`config.mk`:
```
export PLATFORM = sky130hd
export DESIGN_NAME = dht11_scheduler
export DESIGN_NICKNAME = d
export VERILOG_FILES = /design/src/rtl/dht11_scheduler.sv
export SDC_FILE = /design/constraint.sdc
export NUM_CORES = 1
export LEC_CHECK = 0
export CAP_MARGIN = 10
export CORE_MARGIN = 3
export CORE_UTILIZATION = 50
export CTS_BUF_LIST = sky130_fd_sc_hd__clkbuf_2
export DETAILED_ROUTE_END_ITERATION = 10
export PLACE_DENSITY = 0.82
export SYNTH_ARGS = -nofsm -noshare
export SYNTH_HDL_FRONTEND = slang
export SYNTH_SLANG_ARGS = --single-unit
```
`constraint.sdc`:
```
create_clock -name clk -period 2.2 [get_ports clk]
set_input_delay 0.22 -clock clk [delete_from_list [all_inputs] [get_ports clk]]
set_output_delay 0.22 -clock clk [all_outputs]
set_load 0.01 [all_outputs]
```
`src/rtl/dht11_scheduler.sv`:
```
// -----------------------------------------------------------------------------
// dht11_scheduler
//
// Purpose:
//   Shares a single DHT11 controller between two external requesters (A, B)
//   and an internal auto-poll. It enforces the sensor minimum start-to-start
//   interval, times out hung transactions, retries failed measurements and
//   latches the last good reading. Every requester whose request was folded
//   into a measurement is acked when that measurement finishes.
//
// Optional feature:
//   Define DHT11_STATS_EN to build the saturating ok/fail statistics counters.
//   When it is undefined, stat_ok and stat_fail are tied to zero.
//
// Ports:
//   clk, rst_n          system clock, asynchronous active-low reset
//   req_a, req_b        1-cycle measurement request pulses
//   auto_en             enable the periodic internal request
//   ack_a, ack_b        1-cycle completion pulse per served requester
//   dht_start           1-cycle start pulse to the DHT11 controller
//   dht_done            controller done level (rising edge ends a transaction)
//   dht_valid           controller checksum ok, sampled on dht_done rising edge
//   dht_hum, dht_tmp    controller humidity / temperature
//   rd_hum, rd_tmp      last valid reading
//   rd_valid            at least one valid reading latched since reset
//   rd_update           1-cycle pulse when rd_hum/rd_tmp are reloaded
//   err                 1-cycle pulse when all retries are exhausted
//   busy                high while a measurement is in flight
//   stat_ok, stat_fail  measurement statistics
// -----------------------------------------------------------------------------
module dht11_scheduler #(
  parameter int CLK_HZ          = 100_000_000,
  parameter int MIN_INTERVAL_MS = 2000,
  parameter int TIMEOUT_MS      = 30,
  parameter int MAX_RETRY       = 2,
  parameter int AUTO_PERIOD_MS  = 5000
) (
  input  logic        clk,
  input  logic        rst_n,
  input  logic        req_a,
  input  logic        req_b,
  input  logic        auto_en,
  output logic        ack_a,
  output logic        ack_b,
  output logic        dht_start,
  input  logic        dht_done,
  input  logic        dht_valid,
  input  logic [15:0] dht_hum,
  input  logic [15:0] dht_tmp,
  output logic [15:0] rd_hum,
  output logic [15:0] rd_tmp,
  output logic        rd_valid,
  output logic        rd_update,
  output logic        err,
  output logic        busy,
  output logic [15:0] stat_ok,
  output logic [15:0] stat_fail
);

  localparam int TICK_DIV  = (CLK_HZ >= 1000) ? (CLK_HZ / 1000) : 1;
  localparam int SINCE_MAX = (MIN_INTERVAL_MS > AUTO_PERIOD_MS) ? MIN_INTERVAL_MS : AUTO_PERIOD_MS;
  localparam int PW        = $clog2(TICK_DIV + 1);
  localparam int SW        = $clog2(SINCE_MAX + 2);
  localparam int TW        = $clog2(TIMEOUT_MS + 2);
  localparam int RW        = $clog2(MAX_RETRY + 2);

  localparam logic [PW-1:0] TICK_LAST = PW'(TICK_DIV - 1);
  localparam logic [SW-1:0] SINCE_SAT = SW'(SINCE_MAX);
  localparam logic [SW-1:0] MIN_IV    = SW'(MIN_INTERVAL_MS);
  localparam logic [SW-1:0] AUTO_IV   = SW'(AUTO_PERIOD_MS);
  localparam logic [TW-1:0] TO_LIM    = TW'(TIMEOUT_MS);
  localparam logic [RW-1:0] RETRY_LIM = RW'(MAX_RETRY);

  typedef enum logic [1:0] {
    S_IDLE  = 2'd0,
    S_START = 2'd1,
    S_WAIT  = 2'd2,
    S_EVAL  = 2'd3
  } state_t;

  state_t        r_state;
  state_t        w_state_nxt;

  logic [PW-1:0] r_presc;
  logic [SW-1:0] r_since;
  logic          r_partial;
  logic [TW-1:0] r_to;
  logic          r_done_d;
  logic [2:0]    r_pend;
  logic [2:0]    r_served;
  logic [RW-1:0] r_retry;
  logic          r_ok;

  logic          r_ack_a;
  logic          r_ack_b;
  logic          r_dht_start;
  logic [15:0]   r_rd_hum;
  logic [15:0]   r_rd_tmp;
  logic          r_rd_valid;
  logic          r_rd_update;
  logic          r_err;
  logic          r_busy;

  logic          w_tick;
  logic          w_rise;
  logic          w_timeout;
  logic          w_go;
  logic          w_auto_set;
  logic [2:0]    w_pend_set;
  logic          w_start;
  logic          w_wait;
  logic          w_eval_ok;
  logic          w_eval_fail;
  logic          w_retry;
  logic          w_give_up;
  logic          w_finish;

  assign w_tick     = (r_presc == TICK_LAST);
  assign w_rise     = dht_done & ~r_done_d;
  assign w_timeout  = (r_to == TO_LIM);
  // since_ms is still stale in START (it is cleared on that edge), so the
  // auto-poll must not re-arm there.
  assign w_auto_set = auto_en && (r_since >= AUTO_IV) && (r_state != S_START);
  assign w_pend_set = {w_auto_set, req_b, req_a};

  // FSM state register
  always_ff @(posedge clk or negedge rst_n) begin
    if (!rst_n) r_state <= S_IDLE;
    else        r_state <= w_state_nxt;
  end

  // FSM next-state logic
  always_comb begin
    w_state_nxt = r_state;
    case (r_state)
      S_IDLE:  if (w_go) w_state_nxt = S_START; else w_state_nxt = S_IDLE;
      S_START: w_state_nxt = S_WAIT;
      S_WAIT:  if (w_rise || w_timeout) w_state_nxt = S_EVAL; else w_state_nxt = S_WAIT;
      S_EVAL:  w_state_nxt = S_IDLE;
      default: w_state_nxt = S_IDLE;
    endcase
  end

  // FSM output decode
  always_comb begin
    w_go        = ((r_pend != 3'b000) || (r_served != 3'b000)) && (r_since >= MIN_IV);
    w_start     = (r_state == S_START);
    w_wait      = (r_state == S_WAIT);
    w_eval_ok   = (r_state == S_EVAL) && r_ok;
    w_eval_fail = (r_state == S_EVAL) && !r_ok;
    w_retry     = w_eval_fail && (r_retry < RETRY_LIM);
    w_give_up   = w_eval_fail && !(r_retry < RETRY_LIM);
    w_finish    = w_eval_ok || w_give_up;
  end

  // Free-running 1 ms prescaler
  always_ff @(posedge clk or negedge rst_n) begin
    if (!rst_n)      r_presc <= '0;
    else if (w_tick) r_presc <= '0;
    else             r_presc <= r_presc + PW'(1);
  end

  // Milliseconds since the last start. The tick that closes the partial
  // millisecond in which START happened is not counted, so the holdoff
  // always spans at least MIN_INTERVAL_MS full milliseconds of clocks.
  always_ff @(posedge clk or negedge rst_n) begin
    if (!rst_n) begin
      r_since   <= '0;
      r_partial <= 1'b0;
    end else if (w_start) begin
      r_since   <= '0;
      r_partial <= 1'b1;
    end else if (w_tick) begin
      r_partial <= 1'b0;
      if (!r_partial && (r_since != SINCE_SAT)) r_since <= r_since + SW'(1);
      else                                      r_since <= r_since;
    end else begin
      r_since   <= r_since;
      r_partial <= r_partial;
    end
  end

  // Transaction timeout counter, running only while waiting for done
  always_ff @(posedge clk or negedge rst_n) begin
    if (!rst_n)                                    r_to <= '0;
    else if (w_start)                              r_to <= '0;
    else if (w_wait && w_tick && (r_to != TO_LIM)) r_to <= r_to + TW'(1);
    else                                           r_to <= r_to;
  end

  // Request bookkeeping: pending requests, served set, retry count, result
  always_ff @(posedge clk or negedge rst_n) begin
    if (!rst_n) begin
      r_done_d <= 1'b0;
      r_pend   <= 3'b000;
      r_served <= 3'b000;
      r_retry  <= '0;
      r_ok     <= 1'b0;
    end else begin
      r_done_d <= dht_done;
      // a new request in the clearing cycle survives
      r_pend   <= (w_start ? 3'b000 : r_pend) | w_pend_set;
      if (w_start)       r_served <= r_served | r_pend;
      else if (w_finish) r_served <= 3'b000;
      else               r_served <= r_served;
      if (w_finish)     r_retry <= '0;
      else if (w_retry) r_retry <= r_retry + RW'(1);
      else              r_retry <= r_retry;
      // an edge beats a simultaneous timeout
      if (w_wait && (w_rise || w_timeout)) r_ok <= w_rise & dht_valid;
      else                                 r_ok <= r_ok;
    end
  end

  // Registered outputs; start/busy are aligned with the state they decode
  always_ff @(posedge clk or negedge rst_n) begin
    if (!rst_n) begin
      r_dht_start <= 1'b0;
      r_busy      <= 1'b0;
      r_ack_a     <= 1'b0;
      r_ack_b     <= 1'b0;
      r_err       <= 1'b0;
      r_rd_update <= 1'b0;
      r_rd_valid  <= 1'b0;
      r_rd_hum    <= 16'h0000;
      r_rd_tmp    <= 16'h0000;
    end else begin
      r_dht_start <= (w_state_nxt == S_START);
      r_busy      <= (w_state_nxt != S_IDLE);
      r_ack_a     <= w_finish && r_served[0];
      r_ack_b     <= w_finish && r_served[1];
      r_err       <= w_give_up;
      r_rd_update <= w_eval_ok;
      if (w_eval_ok) begin
        r_rd_hum   <= dht_hum;
        r_rd_tmp   <= dht_tmp;
        r_rd_valid <= 1'b1;
      end else begin
        r_rd_hum   <= r_rd_hum;
        r_rd_tmp   <= r_rd_tmp;
        r_rd_valid <= r_rd_valid;
      end
    end
  end

  assign dht_start = r_dht_start;
  assign busy      = r_busy;
  assign ack_a     = r_ack_a;
  assign ack_b     = r_ack_b;
  assign err       = r_err;
  assign rd_update = r_rd_update;
  assign rd_valid  = r_rd_valid;
  assign rd_hum    = r_rd_hum;
  assign rd_tmp    = r_rd_tmp;

`ifdef DHT11_STATS_EN
  logic [15:0] r_stat_ok;
  logic [15:0] r_stat_fail;

  // Saturating measurement statistics; retried attempts count as failures
  always_ff @(posedge clk or negedge rst_n) begin
    if (!rst_n) begin
      r_stat_ok   <= 16'h0000;
      r_stat_fail <= 16'h0000;
    end else begin
      if (w_eval_ok && (r_stat_ok != 16'hFFFF)) r_stat_ok <= r_stat_ok + 16'h0001;
      else                                      r_stat_ok <= r_stat_ok;
      if (w_eval_fail && (r_stat_fail != 16'hFFFF)) r_stat_fail <= r_stat_fail + 16'h0001;
      else                                          r_stat_fail <= r_stat_fail;
    end
  end

  assign stat_ok   = r_stat_ok;
  assign stat_fail = r_stat_fail;
`else
  assign stat_ok   = 16'h0000;
  assign stat_fail = 16'h0000;
`endif

endmodule

```
== Word-level counts from Yosys, hierarchy flattened ==
Cells that the tools add are included.
Widths: inputs -> output; s select.

* Add/sub/neg operators: 4
* Multipliers: 0
* Divide/modulo/power cells: 0
* Magnitude comparators: 3
* Equality and inequality tests: 9
* Shift operators: 0
* Muxes and demuxes: 16
* Bitwise operators: 5
* Reductions and logical operators: 29

{| class="wikitable"
|+ Operators with widths
! operator !! count
|-
| $mux 13 || 3
|-
| $add 17x1->17 const B || 1
|-
| $eq 17x17->1 const B || 1
|-
| $mux 17 || 1
|-
| $add 13x1->13 const B || 1
|-
| $ge 13x11->1 const B || 1
|-
| $ge 13x13->1 const B || 1
|-
| $logic_and 1x1->1 || 13
|-
| $ne 13x13->1 const B || 1
|-
| $reduce_bool 2->1 || 6
|-
| $mux 5 || 2
|-
| $mux 3 || 3
|-
| $pmux 2 s4 || 1
|-
| $or 3x3->3 || 2
|-
| $reduce_bool 3->1 || 2
|-
| $add 5x1->5 const B || 1
|-
| $eq 5x5->1 const B || 1
|-
| $ne 5x5->1 const B || 1
|-
| $eq 2x1->1 const B || 2
|-
| $eq 2x2->1 const B || 2
|-
| $mux 1 || 4
|-
| $mux 2 || 2
|-
| $logic_not 1->1 || 3
|-
| $logic_or 1x1->1 || 3
|-
| other kinds (7) || 8
|}

* Bits in registers: 87
* Bits in latches: 0
* RAM bits: 0
* Memory bits (read-only): 0
* Input port bits: 39
* Word-level logic and storage cells: 85
* Memories: 0

== Depth between registers and ports, before layout ==
Gate-level depths: netlist (run 1).

* Depth in word-level cells: 6
* Depth in mapped cells: 7
* Mapped depth without buffers: 6

== Worst setup path after synthesis (run 1) ==
Ideal clock, no wire load.

* Path type: register to register
* Start: reg r_presc[13]
* End: reg r_since[0]
* Arrival: 1.960 ns
* Path slack: 0.162 ns
* Cell stages (with the launch flop): 5
* Path buffers: 0
* Cells stage by stage: dfrtp_1 or4_1 or4_4 or4_1 a21oi_1

* Longest elaborated chain between the ends: 3

{| class="wikitable"
|+ Ends and longest elaborated chain
! what !! RTL line !! RTL
|-
| start, declared || 84 || <nowiki>logic [PW-1:0] r_presc;</nowiki>
|-
| start signal, assigned || 160 || <nowiki>else r_presc <= r_presc + PW'(1);</nowiki>
|-
| $eq 17x17->1 || 118 || <nowiki>assign w_tick = (r_presc == TICK_LAST);</nowiki>
|-
| $reduce_bool 2->1 (no line) || n/a ||
|-
| $reduce_and 2->1 (no line) || n/a ||
|-
| end signal, assigned || 175 || <nowiki>if (!r_partial && (r_since != SINCE_SAT)) r_since <= r_since + SW'(1);</nowiki>
|-
| end signal, assigned || 176 || <nowiki>else r_since <= r_since;</nowiki>
|-
| end signal, assigned || 178 || <nowiki>r_since <= r_since;</nowiki>
|-
| end, declared || 85 || <nowiki>logic [SW-1:0] r_since;</nowiki>
|}

No other way between the ends.
A chain may end at the register's enable or synchronous reset.

== Worst setup path in the final report (run 1) ==
Ends and elaborated chain as after synthesis.

==> flow_summary.json, run 1 <==
{
  "outcome": "completed",
  "synth_seq_cells": 87,
  "pre_cts_slack_ns": 0.0668,
  "r2r-end": "r_since[0]$_DFFE_PN0P_",
  "grt_pass1_wl_um": 14800,
  "p_comb_frac": 0.086,
  "leakagePower_nw": 2.27,
  "cp-end-kind": "flip-flop",
  "r2r.worst_path.cells": 4,
  "power_density_nw_per_um2": 533,
  "routed_wl_um": 8690,
  "setup_viol": 0,
  "worst_slack_ns": 0.0312,
  "die_y_um": 96.8,
  "cpPeakStageDelay_ns": 0.56,
  "drcViolationCount": 0,
  "placedInstanceArea_sq_um": 4980,
  "synth_edf_count": 0,
  "yosys.area.top_type": "dfrtp_1",
  "grt_max_degree": 88,
  "min_from": "dht_done",
  "layout_commonest_cell": "dfrtp_1",
  "fin_crit_sh": 0.986,
  "yosys_warnings": 0,
  "overflow": 0,
  "start_util": 0.525,
  "dieArea_sq_um": 9370,
  "track_usage": 0.190,
  "arrival_ns": 2.65,
  "min_path_cells": 1,
  "peakVddDrop_v": 0.000306,
  "dpl.hpwl_um": 6150,
  "clk_latency_ns": 0.53,
  "critPathLaunch": "r_presc[13]$_DFF_PN0_",
  "cpMostUsedCell": "or4_4",
  "mostFrequentLayoutCells": "dfrtp_1, clkdlybuf4s50_1, mux2_2",
  "crit_path_start_kind": "flip-flop",
  "p_total_mw": 2.75,
  "whs_endpoint": "r_done_d$_DFF_PN0_",
  "timing.fmax_ghz": 0.461,
  "fin_crit_ns": 2.17,
  "avgRoutedWirePerCell_um": 15.5,
  "numClockSinks": 87,
  "crit_family": "simple AND/OR/NAND/NOR gates",
  "drive_gt1_frac": 0.170,
  "grt_setup_unrepaired": "true",
  "worstPathCellList": "or4_4 -> or4_4 -> or4_4 -> a21oi_2",
  "p_seq_frac": 0.600,
  "ys.flop_type": "dfrtp_1",
  "viasPerCell": 5.41,
  "cts_tree": "done",
  "seq_area_frac_synth": 0.528,
  "synth_cell_type_count": 45,
  "dieWidth_um": 96.8,
  "drv_slew": 0,
  "grt_pass1_vias": 3016,
  "power.internal_mw": 2.05,
  "syn_avg_cell_area_sq_um": 11.4,
  "clkTransAtPathRegs_ns": 0.24,
  "slowest_stage": "or4_4",
  "num_io_pins": 110,
  "yosysTopAreaCellShare": 0.528,
  "p_switching_uw": 701,
  "r2r_slack_ns": 0.03,
  "hold_violations": 0,
  "postSynth.asyncResetShare": 1.00,
  "cp.required_ns": 2.68,
  "first_pass_iters": 4,
  "path_max_fanout": 6,
  "diodes": 0,
  "place.gp.congestion": 0.848,
  "clkPwrFrac": 0.314,
  "coreArea_sq_um": 7850,
  "first_iter_violations": 225,
  "synthCells": 361,
  "cts_made_buffers": 9,
  "syn_area_sq_um": 4120,
  "worstSetupPathType": "flip-flop to flip-flop",
  "p_sw_frac": 0.255,
  "areaGrowthSynthToFinish_pct": 25.1,
  "cp.buffers_inverters": 0,
  "fin_area_sq_um": 5150,
  "synth_area_leaders": "dfrtp_1, mux2_2, buf_4",
  "fp-row-count": 32,
  "maxCapViolations": 0,
  "cts_root_buf": "clkbuf_2",
  "worstHoldPathType": "input pin to flip-flop",
  "timing.rr.start": "r_presc[13]$_DFF_PN0_",
  "final_nets": 503,
  "ant_nets": 0,
  "clock_path_buffers": 2,
  "antenna_found_initial": 0,
  "fin_worst_skew_ns": 0.0193,
  "ctsHtreeMaxLevel": 3,
  "via_count": 3037,
  "portBuffers": 77
}
## power groups by stage
stage,clock [mW],sequential [mW],combinational [mW]
5_1_grt,0.956,1.65,0.255
3_3_place_gp,0,1.67,0.232
2_1_floorplan,0,1.69,0.0925
3_5_place_dp,0,1.68,0.235
6_report,0.863,1.65,0.235
4_1_cts,0.882,1.65,0.238
## Yosys cell counts, types with 9 or more instances
cell       n
mux2_2    34
buf_4     32
nor2_1    22
o31ai_1   11
clkbuf_1  11
inv_1      9
ha_1      10
nand3_1   12
a21oi_1   16
nand2_1   16
nand4_1    9
dfrtp_1   87
or4_1     16
xor2_1     9
## worst max-delay path by stage
| stage | endpoint | slack [ns] | depth (start not counted) |
|---|---|---|---|
| 2_1_floorplan | r_since[0]$_DFFE_PN0P_ | 0.16 | 4 |
| 3_3_place_gp | r_since[0]$_DFFE_PN0P_ | 0.10 | 4 |
| 3_5_place_dp | r_since[0]$_DFFE_PN0P_ | 0.07 | 4 |
| 4_1_cts | r_since[0]$_DFFE_PN0P_ | 0.01 | 4 |
| 5_1_grt | r_since[0]$_DFFE_PN0P_ | -0.008 | 4 |
| 6_report | r_since[0]$_DFFE_PN0P_ | 0.03 | 4 |
## worst register-to-register path: stages, from the launching register on
cell and delay, ns:
dfrtp_1 0.48, or4_4 0.56, or4_4 0.45, or4_4 0.50
a21oi_2 0.15
## flip-flops by register name, indices dropped and copies added, names as in the netlist, 2 cells and up
register,flops
r_retry,2
r_state,2
rd_tmp,16
r_to,5
r_presc,17
r_pend,3
rd_hum,16
r_since,13
r_served,3
## stage by stage
stage	setup TNS (ns)	instances	utilization	hold WS (ns)
global route	-0.00779	561	0.657	0.129
global placement	0	542	0.635	0.290
floorplan	0	392	-	-0.0756
detailed placement	0	542	0.635	0.289
finish	0	561	0.657	0.129
CTS	0	559	0.652	0.102
## logic make-up (layout without fill, tap and decap cells)
kind of cell	after synthesis	after routing	synth area share
and+or+nand+nor	113	113	0.161
DFF	87	87	0.528
buffers and inverters	52	119	0.0765
AOI/OAI and AO/OA	50	50	0.0805
muxes	34	34	0.0929
xor gates and xnor gates	14	14	0.0298
adders and majority gates	10	10	0.0304
other	1	32	0.000910
## metal layers
metal	share of wire	global-route usage	vias to the layer above
met5	0	0	-
met4	0.020	0.0648	0
met3	0.042	0.0324	16
met2	0.52	0.332	91
met1	0.42	0.238	1501
li1	-	-	1429
## final cells by class
cell class	instances	area [sq um]
fill	624	2690
timing repair buffer	94	923
sequential	87	2180
tap	102	128
multi-input combinational	253	1770
clock inverter	7	78.8
clock buffer	9	45.0
inverter	9	33.8
## timing repair
item	in CTS	in global routing
hold endpoints to repair	87	0
resized for setup	0	7
hold buffers	1	0
setup endpoints to repair	0	4
buffers inserted	0	2
(Power assumes the default switching activity.)
==> inputs of run 2 (changes only) <==
--- a/config.mk
+++ b/config.mk
@@ -10,7 +10,10 @@
 export CORE_UTILIZATION = 50
 export CTS_BUF_LIST = sky130_fd_sc_hd__clkbuf_2
 export DETAILED_ROUTE_END_ITERATION = 10
+export GPL_TIMING_DRIVEN = 0
 export PLACE_DENSITY = 0.82
+export RECOVER_POWER = 100
+export SLEW_MARGIN = 20
 export SYNTH_ARGS = -nofsm -noshare
 export SYNTH_HDL_FRONTEND = slang
 export SYNTH_SLANG_ARGS = --single-unit
==> flow_summary.json, run 2 (synthesized netlist as in run 1, its figures left out) <==
{
  "outcome": "completed",
  "largest-register": "r_presc",
  "layout_commonest_cell": "dfrtp_1",
  "tns_ns": 0,
  "tightest_slew_ns": 1.04,
  "timing.fmax_ghz": 0.459,
  "path_max_fanout": 6,
  "fin_cells": 592,
  "min_from": "req_a",
  "cts_made_buffers": 9,
  "mostFrequentLayoutCells": "dfrtp_1, dlygate4sd3_1, clkdlybuf4s50_1",
  "track_usage": 0.193,
  "crit_path_start_kind": "flip-flop",
  "leakagePower_nw": 2.41,
  "drcViolationCount": 0,
  "worst_hold_slack_ns": 0.220,
  "drive_gt1_frac": 0.202,
  "fin_crit_ns": 2.18,
  "relSlewSlack": 0.309,
  "routed_wl_um": 8860,
  "highest-signal-layer": "met4",
  "ant_nets": 0,
  "drv_slew": 0,
  "dieWidth_um": 96.8,
  "nFillCells": 600,
  "drt-met1-wl_um": 3650,
  "fin_worst_skew_ns": 0.0279,
  "via_count": 3139,
  "portBuffers": 77,
  "maxCapViolations": 0,
  "place.gp.congestion": 0.890,
  "clock_path_buffers": 2,
  "die_y_um": 96.8,
  "setup_viol": 0,
  "wl_met2_um": 4660,
  "diodes": 0,
  "timing.rr.start": "r_presc[13]$_DFF_PN0_",
  "clk_latency_ns": 0.54,
  "critPathLaunch": "r_presc[13]$_DFF_PN0_",
  "worstSetupPathType": "flip-flop to flip-flop",
  "first_iter_violations": 167,
  "avgRoutedWirePerCell_um": 15.0,
  "cpMostUsedCell": "or4_4",
  "cp-end-kind": "flip-flop",
  "viasPerCell": 5.30,
  "cp.required_ns": 2.67,
  "worstHoldPathType": "input pin to flip-flop",
  "first_pass_iters": 4,
  "fin_crit_sh": 0.990,
  "dpl.hpwl_um": 6500,
  "coreArea_sq_um": 7850,
  "grt_pass1_vias": 3073,
  "power_density_nw_per_um2": 503,
  "grt_setup_unrepaired": "true",
  "final_nets": 534,
  "slowest_stage": "or4_4",
  "num_io_pins": 110,
  "wl_met3_um": 455,
  "grt_pass1_wl_um": 15000,
  "numClockSinks": 87,
  "hold_violations": 0,
  "place_inst": 572,
  "largest_reg_flops": 17,
  "peakVddDrop_v": 0.000278,
  "dieArea_sq_um": 9370,
  "ctsHtreeMaxLevel": 3,
  "clkTransAtPathRegs_ns": 0.25,
  "overflow": 0,
  "p_total_mw": 2.67,
  "worstPathCellList": "or4_4 -> or4_4 -> or4_1 -> a21oi_1",
  "cts_root_buf": "clkbuf_2",
  "start_util": 0.525,
  "antenna_found_initial": 0,
  "cts_tree": "done",
  "grt_max_degree": 45,
  "cpPeakStageDelay_ns": 0.54,
  "fp-row-count": 32,
  "arrival_ns": 2.65,
  "areaGrowthSynthToFinish_pct": 28.6
}
[run 2: changes by cell type in the layout (fill, tap and decap cells not counted), sizes merged]
cell and delta:
clkbuf +13, clkdlybuf4s50 -40, bufinv -1, buf +19
clkinv +1, inv -1, dlygate4sd3 +40
[run 2: through the flow]
stage	setup WS [ns]	instance area, sq um	util
after floorplan	0.162	4240	-
after global placement	-2.15	5130	0.654
after detailed placement	-0.120	5150	0.657
after CTS	0.0103	5280	0.673
after global routing	-0.0937	5300	0.675
final	0.0210	5300	0.675
[run 2: cell type report]
| class | instances | area [sq um] | share of cell area |
|---|---|---|---|
| inverters | 9 | 33.8 | 0.00637 |
| flip-flops and latches | 87 | 2180 | 0.411 |
| clock inverters | 6 | 53.8 | 0.0102 |
| multi-input cells | 253 | 1770 | 0.334 |
| plain buffers | 43 | 284 | 0.0536 |
| clock buffers | 10 | 50.0 | 0.00944 |
| repair buffers | 82 | 803 | 0.152 |
| well taps | 102 | 128 | 0.0241 |
[run 2: power by group]
| group | internal (mW) | switching, mW |
|---|---|---|
| combinational | 0.155 | 0.109 |
| sequential | 1.63 | 0.0130 |
| clock | 0.173 | 0.584 |
[run 2: routing by layer]
| metal | global-route usage | vias up |
|---|---|---|
| met5 | 0 | - |
| li1 | - | 1493 |
| met4 | 0.0583 | 0 |
| met1 | 0.241 | 1554 |
| met3 | 0.0411 | 10 |
| met2 | 0.334 | 82 |
[run 2: final timing paths]
| check | cells past startpoint | slack [ns] | end |
|---|---|---|---|
| max | 4 | 0.02 | r_since[0]$_DFFE_PN0P_ |
| min | 2 | 0.22 | r_pend[0]$_DFF_PN0_ |
| max reg2reg | 4 | 0.02 | r_since[0]$_DFFE_PN0P_ |
| min reg2reg | 1 | 0.50 | rd_valid$_DFFE_PN0P_ |
| max in group asynchronous | 3 | 0.32 | r_done_d$_DFF_PN0_ |
| min in group asynchronous | 2 | 0.35 | rd_valid$_DFFE_PN0P_ |
[run 2: timing repair]
action	CTS	global route
hold endpoints to repair	43	0
endpoints found under the setup margin	15	14
buffers inserted	1	2
resized for setup	2	7
hold buffers	1	0
[run 2: critical path: cells and delay by family, from the launching register on]
| family | cells | cell delay [ns] |
|---|---|---|
| flip-flops | 1 | 0.50 |
| AO/OA/AOI/OAI | 1 | 0.14 |
| AND/OR/NAND/NOR | 3 | 1.47 |
